$ cat src/rtl/bcd_disp_pkg.sv
// Shared segment encodings for the BCD display path (active-high, seg[0]=a .. seg[6]=g).
// Used by bcd_to_seg7 and bcd_7seg_scanner.
package bcd_disp_pkg;

    typedef logic [6:0] seg7_t;

    localparam seg7_t SEG_0     = 7'h3F;
    localparam seg7_t SEG_1     = 7'h06;
    localparam seg7_t SEG_2     = 7'h5B;
    localparam seg7_t SEG_3     = 7'h4F;
    localparam seg7_t SEG_4     = 7'h66;
    localparam seg7_t SEG_5     = 7'h6D;
    localparam seg7_t SEG_6     = 7'h7D;
    localparam seg7_t SEG_7     = 7'h07;
    localparam seg7_t SEG_8     = 7'h7F;
    localparam seg7_t SEG_9     = 7'h6F;
    localparam seg7_t SEG_DASH  = 7'h40;
    localparam seg7_t SEG_BLANK = 7'h00;

    // Apply output polarity to an active-high segment pattern.
    function automatic seg7_t seg_polarity(input seg7_t seg_hi, input bit active_low);
        return active_low ? ~seg_hi : seg_hi;
    endfunction

endpackage

$ cat src/rtl/bcd_to_seg7.sv
// Combinational BCD digit to 7-segment decoder, active-high output.
// Non-decimal codes 10..15 render as a dash (segment g only).
module bcd_to_seg7
    import bcd_disp_pkg::*;
(
    input  logic [3:0] bcd,
    output logic [6:0] seg
);

    // NOTE: every path assigns seg (the default arm covers 10..15), so no latch is inferred.
    always_comb begin
        unique case (bcd)
            4'd0:    seg = SEG_0;
            4'd1:    seg = SEG_1;
            4'd2:    seg = SEG_2;
            4'd3:    seg = SEG_3;
            4'd4:    seg = SEG_4;
            4'd5:    seg = SEG_5;
            4'd6:    seg = SEG_6;
            4'd7:    seg = SEG_7;
            4'd8:    seg = SEG_8;
            4'd9:    seg = SEG_9;
            default: seg = SEG_DASH;
        endcase
    end

endmodule

$ cat src/rtl/bcd_7seg_scanner.sv
// Multiplexed 7-segment scanner: prescaled digit slots, per-slot blanking, once-per-frame snapshot.
// Define LEADING_ZERO_BLANK_EN to blank leading zero digits above the most significant nonzero digit.
module bcd_7seg_scanner
    import bcd_disp_pkg::*;
#(
    parameter int NUM_DIGITS     = 4,
    parameter int SCAN_DIV       = 100000,
    parameter int BLANK_CYCLES   = 8,
    parameter bit SEG_ACTIVE_LOW = 1'b1,
    parameter bit AN_ACTIVE_LOW  = 1'b1
) (
    input  logic                    clk,
    input  logic                    rst,
    input  logic                    en,
    input  logic [4*NUM_DIGITS-1:0] bcd_in,
    input  logic [NUM_DIGITS-1:0]   dp_in,
    output logic [6:0]              seg,
    output logic                    dp,
    output logic [NUM_DIGITS-1:0]   an,
    output logic                    frame_tick
);

    localparam int CNT_W = $clog2(SCAN_DIV);
    localparam int IDX_W = (NUM_DIGITS > 1) ? $clog2(NUM_DIGITS) : 1;

    localparam logic [CNT_W-1:0]      CNT_MAX   = CNT_W'(SCAN_DIV - 1);
    localparam logic [CNT_W-1:0]      BLANK_END = CNT_W'(BLANK_CYCLES);
    localparam logic [IDX_W-1:0]      IDX_MAX   = IDX_W'(NUM_DIGITS - 1);
    localparam logic [6:0]            SEG_OFF   = SEG_ACTIVE_LOW ? 7'h7F : 7'h00;
    localparam logic                  DP_OFF    = SEG_ACTIVE_LOW;
    localparam logic [NUM_DIGITS-1:0] AN_OFF    = AN_ACTIVE_LOW ? '1 : '0;

    logic [CNT_W-1:0]        cnt_q, cnt_d;
    logic [IDX_W-1:0]        idx_q, idx_d;
    logic [4*NUM_DIGITS-1:0] shadow_bcd_q, shadow_bcd_d;
    logic [NUM_DIGITS-1:0]   shadow_dp_q, shadow_dp_d;
    logic [6:0]              seg_q, seg_d;
    logic                    dp_q, dp_d;
    logic [NUM_DIGITS-1:0]   an_q, an_d;
    logic                    frame_tick_q, frame_tick_d;

    logic [3:0]              sel_digit;
    logic                    sel_dp;
    logic                    sel_lz;
    logic [NUM_DIGITS-1:0]   sel_onehot;
    logic [NUM_DIGITS-1:0]   lz_mask;
    seg7_t                   dec_seg;
    seg7_t                   seg_hi;

    // Prescaler, scan index and the frame-start snapshot.
    always_comb begin
        cnt_d        = cnt_q;
        idx_d        = idx_q;
        shadow_bcd_d = shadow_bcd_q;
        shadow_dp_d  = shadow_dp_q;
        frame_tick_d = 1'b0;
        if (en) begin
            if (cnt_q == CNT_MAX) begin
                cnt_d = '0;
                idx_d = (idx_q == IDX_MAX) ? '0 : idx_q + 1'b1;
            end else begin
                cnt_d = cnt_q + 1'b1;
            end
            if (cnt_q == '0 && idx_q == '0) begin
                shadow_bcd_d = bcd_in;
                shadow_dp_d  = dp_in;
                frame_tick_d = 1'b1;
            end
        end
    end

    // Leading-zero mask derives from the shadow only, so it never tears mid-frame.
    always_comb begin
        lz_mask = '0;
`ifdef LEADING_ZERO_BLANK_EN
        begin
            logic above_zero;
            above_zero = 1'b1;
            for (int k = NUM_DIGITS - 1; k >= 1; k--) begin
                lz_mask[k] = above_zero && (shadow_bcd_q[4*k +: 4] == 4'd0);
                above_zero = lz_mask[k];
            end
        end
`endif
    end

    always_comb begin
        sel_digit  = 4'd0;
        sel_dp     = 1'b0;
        sel_lz     = 1'b0;
        sel_onehot = '0;
        for (int k = 0; k < NUM_DIGITS; k++) begin
            if (idx_q == IDX_W'(k)) begin
                sel_digit     = shadow_bcd_q[4*k +: 4];
                sel_dp        = shadow_dp_q[k];
                sel_lz        = lz_mask[k];
                sel_onehot[k] = 1'b1;
            end
        end
    end

    bcd_to_seg7 u_dec (
        .bcd (sel_digit),
        .seg (dec_seg)
    );

    always_comb begin
        seg_hi = sel_lz ? SEG_BLANK : dec_seg;
        if (!en || cnt_q < BLANK_END) begin
            seg_d = SEG_OFF;
            dp_d  = DP_OFF;
            an_d  = AN_OFF;
        end else begin
            seg_d = seg_polarity(seg_hi, SEG_ACTIVE_LOW);
            dp_d  = SEG_ACTIVE_LOW ? ~sel_dp : sel_dp;
            an_d  = AN_ACTIVE_LOW ? ~sel_onehot : sel_onehot;
        end
    end

    // NOTE: non-blocking assignments here so every flop samples the pre-edge values of the others.
    // NOTE: the shadow registers are reset too, so the first frame after reset never shows X digits.
    always_ff @(posedge clk or posedge rst) begin
        if (rst) begin
            cnt_q        <= '0;
            idx_q        <= '0;
            shadow_bcd_q <= '0;
            shadow_dp_q  <= '0;
            seg_q        <= SEG_OFF;
            dp_q         <= DP_OFF;
            an_q         <= AN_OFF;
            frame_tick_q <= 1'b0;
        end else begin
            cnt_q        <= cnt_d;
            idx_q        <= idx_d;
            shadow_bcd_q <= shadow_bcd_d;
            shadow_dp_q  <= shadow_dp_d;
            seg_q        <= seg_d;
            dp_q         <= dp_d;
            an_q         <= an_d;
            frame_tick_q <= frame_tick_d;
        end
    end

    assign seg        = seg_q;
    assign dp         = dp_q;
    assign an         = an_q;
    assign frame_tick = frame_tick_q;

endmodule

$ cat config.mk
export PLATFORM = sky130hd
export DESIGN_NAME = bcd_7seg_scanner
export DESIGN_NICKNAME = d
export VERILOG_FILES = /design/src/rtl/bcd_disp_pkg.sv /design/src/rtl/bcd_to_seg7.sv /design/src/rtl/bcd_7seg_scanner.sv
export SDC_FILE = /design/constraint.sdc
export NUM_CORES = 1
export LEC_CHECK = 0
export CELL_PAD_IN_SITES_DETAIL_PLACEMENT = 1
export CELL_PAD_IN_SITES_GLOBAL_PLACEMENT = 1
export CORE_MARGIN = 5
export CORE_UTILIZATION = 24
export CTS_CLUSTER_SIZE = 10
export DETAILED_ROUTE_END_ITERATION = 12
export PLACE_DENSITY_LB_ADDON = 0.2
export SLEW_MARGIN = 20
export SYNTH_ARGS = -nofsm -noshare
export SYNTH_HDL_FRONTEND = slang
export SYNTH_SLANG_ARGS = --single-unit
$ cat constraint.sdc
create_clock -name clk -period 3.21 [get_ports clk]
set_clock_uncertainty 0.15 [all_clocks]
set_input_delay 0.642 -clock clk [delete_from_list [all_inputs] [get_ports clk]]
set_output_delay 0.642 -clock clk [all_outputs]
set_load 0.02 [all_outputs]
==> impl_metrics.tcl <==
set metrics [dict create \
    outcome "complete, no violations" \
    cp_num_buf_inv 3 \
    finalNetCount 303 \
    ys.flop_type "dfrtp_1" \
    cpPeakStageDelay_ns 0.42 \
    worstPathRequired_ns 3.28 \
    finalCriticalPeriod_ns 2.455 \
    synth_top_area_share_pct 36.20 \
    ys_seq_area_share_pct 47.60 \
    dpl.hpwl_mm 4.588 \
    total_power_mw 1.467 \
    synthesis.area_mm2 0.002765 \
    cts_tree "built" \
    r2r_start "idx_q[1]" \
    grt_pass1_vias 2133 \
    crit_chain "inv_1, ha_1, a211oi_1, a211oi_2, buf_4, inv_1, ha_1, mux2_2, a2bb2oi_1" \
    postCtsHoldBufs 0 \
    grt_max_degree 32 \
    dieArea_mm2 0.01377 \
    start_util_pct 24.32 \
    yosys_warnings 0 \
    yosys-top-cells-area "dfrtp_1 36%, dfstp_2 11%, mux2_4 11%" \
    drc 0 \
    syn_avg_cell_area_um2 12.07 \
    critPathCaptureType "flop" \
    slew_headroom_pct 64.38 \
    worst_slew_pin_slew_ns 0.5343 \
    cts_max_level 2 \
    cp_data_arrival_time_ns 2.53 \
    globalplace.congestion 0.7306 \
    fmax_mhz 407.3 \
    setup_ws_ns 0.7546 \
    dr.max_layer_used "met4" \
    tns_ns 0 \
    drv_slew 0 \
    grt_pass1_wl_mm 10.78 \
    worst_setup_path_start_kind "flop" \
    ys_ff_latch 52 \
    whs_path_depth 1 \
    io_buffers 35 \
    syn_nets 263 \
    reg2regPathDepth 9 \
    io_pins 36 \
    synth-edff-count 0 \
    numCtsBuffers 5 \
    cts.repair.resized 0 \
    fin_area_mm2 0.003455 \
    leakage_nw 1.424 \
    placed_area_mm2 0.003309 \
    dp_slack_ns 0.6264 \
    powerDensity_mw_per_mm2 424.5 \
    async_flop_share_pct 100.0 \
    rsz0062_at_grt "no" \
    core_mm2 0.01137 \
    syn_to_final_growth_pct 24.93 \
    r2r_end "seg[4]" \
    wl_met3_um 260 \
    finalNonFillerCells 413 \
    cp_top_family "adder cells" \
    first_pass_iters 4 \
    peakVddDrop_uv 228.3 \
    cts_sinks 52 \
    timing.reg2reg.setup_slack_ns 0.75 \
    hp-start "shadow_dp_q[0]" \
    dp_cells 405 \
    die_y_um 117.3 \
    ant_nets 0 \
    core.rowCount 39 \
    fp.dieW_um 117.3 \
    drv_cap 0 \
    crit_type "flop to flop" \
    setup_violations 0 \
    wl_met1_mm 3.007 \
    clk_latency_ns 0.29 \
    synthCells 229 \
    wire_per_inst_um 15.14 \
    hold_viol 0 \
    drt_iter0_markers 41 \
    cts.clk_slew.worst_paths_ns 0.07 \
    period_share_pct 76.49 \
    overflow 0 \
    cts_buffer_depth 2 \
    clockRootBuffer "clkbuf_16" \
    post_cts_buffers 0 \
    yosysTopAreaCell "dfrtp_1" \
    min_to "shadow_dp_q[0]" \
    crit_fanout 11 \
    min_path_type "flop to flop" \
    vias_per_cell 4.492 \
    dr_wl_met2_mm 2.891 \
    final_layout_size_suffix_gt1_share_pct 24.07 \
    ys_types 50 \
    crit_path_top_delay_cell "dfrtp_1" \
    antenna_cells 0 \
    vias 1855 \
    antenna_found_initial 0 \
    track_usage_pct 9.475 \
    drt-total-wl_mm 6.252 \
]
[report_power, final]
group | switching, mW | internal [mW]
combinational | 0.0796 | 0.0853
clock | 0.250 | 0.291
sequential | 0.0626 | 0.697
total | 0.392 | 1.07
[worst reg2reg max path: stages, from the launching register on]
cell and delay, ns:
dfrtp_1 0.42, inv_1 0.11, ha_1 0.42, a211oi_1 0.16, a211oi_2 0.26, buf_4 0.20, inv_1 0.08, ha_1 0.20
mux2_2 0.27, a2bb2oi_1 0.13
[through the flow]
stage          hold slack [ns]  util, %
6_report                0.3677    30.38
5_1_grt                 0.3832    30.38
4_1_cts                 0.3736    30.38
3_5_place_dp            0.3441    29.11
3_3_place_gp            0.3523    29.11
2_1_floorplan           0.3231        -
[how the worst max path moves through the flow]
| stage | from | end | slack (ns) | cells past startpoint |
|---|---|---|---|---|
| 3_3_place_gp | en | shadow_bcd_q[11] | 0.63 | 5 |
| 4_1_cts | idx_q[0] | seg[4] | 0.71 | 9 |
| 3_5_place_dp | en | shadow_bcd_q[12] | 0.63 | 5 |
| 2_1_floorplan | idx_q[1] | seg[4] | 0.99 | 9 |
| 6_report | idx_q[1] | seg[4] | 0.75 | 9 |
| 5_1_grt | idx_q[1] | seg[4] | 0.55 | 9 |
[cell usage in the layout (no fill, tap or decap), types with 2 or more instances in the layout]
cell type / count
a211oi_1: 5
a21oi_1: 4
a221o_1: 2
a221oi_1: 2
a2bb2oi_1: 4
and4_1: 2
and4_2: 2
buf_12: 2
buf_4: 5
clkbuf_16: 5
clkdlybuf4s50_1: 35
dfrtp_1: 40
dfstp_2: 12
ha_1: 11
inv_1: 14
mux2_2: 3
mux2_4: 20
mux2i_1: 5
nand2_1: 14
nand3_1: 9
nand3b_1: 5
nand4_1: 3
nor2_1: 8
nor2b_1: 5
nor3_1: 3
nor3_2: 2
nor3b_1: 5
o21ai_0: 6
o31ai_1: 2
or4_1: 2
xnor2_1: 4
xor2_1: 6
[state kept, by name (all words and copies together), names as in the netlist]
name,count
cnt_q,17
shadow_bcd_q,16
seg,7
an,4
shadow_dp_q,4
idx_q,2
dp,1
frame_tick,1
[logic make-up after synthesis]
family                     synth area share (%)
muxes                                     13.89
AOI/OAI and AO/OA                         8.779
xor gates and xnor gates                  3.167
buffers and inverters                     4.525
DFF                                       47.60
adders and majority gates                 4.977
and+or+nand+nor                           17.06
[synthesized netlist by cell type, types with 2 or more instances]
master,instances
dfrtp_1,40
mux2_4,20
inv_1,15
nand2_1,14
dfstp_2,12
ha_1,11
nand3_1,9
nor2_1,8
o21ai_0,6
xor2_1,6
a211oi_1,5
mux2i_1,5
nand3b_1,5
nor2b_1,5
nor3b_1,5
a21oi_1,4
a2bb2oi_1,4
buf_2,4
xnor2_1,4
buf_6,3
mux2_2,3
nand4_1,3
nor3_1,3
nor3_2,3
a221o_1,2
a221oi_1,2
and4_1,2
and4_2,2
o31ai_1,2
or4_1,2
[layer usage]
metal / global-route usage [%] / up-vias
met3: 2.021 / 5
met4: 2.828 / 0
met5: 0 / -
li1: - / 902
met2: 15.35 / 29
met1: 12.67 / 919
[area by class of cell]
class | count | area (um^2)
Tap cell | 143 | 178.9
Fill cell | 1252 | 7915
Clock buffer | 6 | 128.9
Timing Repair Buffer | 42 | 427.9
Multi-Input combinational cell | 153 | 1330
Sequential cell | 52 | 1316
Clock inverter | 2 | 16.27
Inverter | 15 | 56.30
Power figures use the tool's default switching activity.
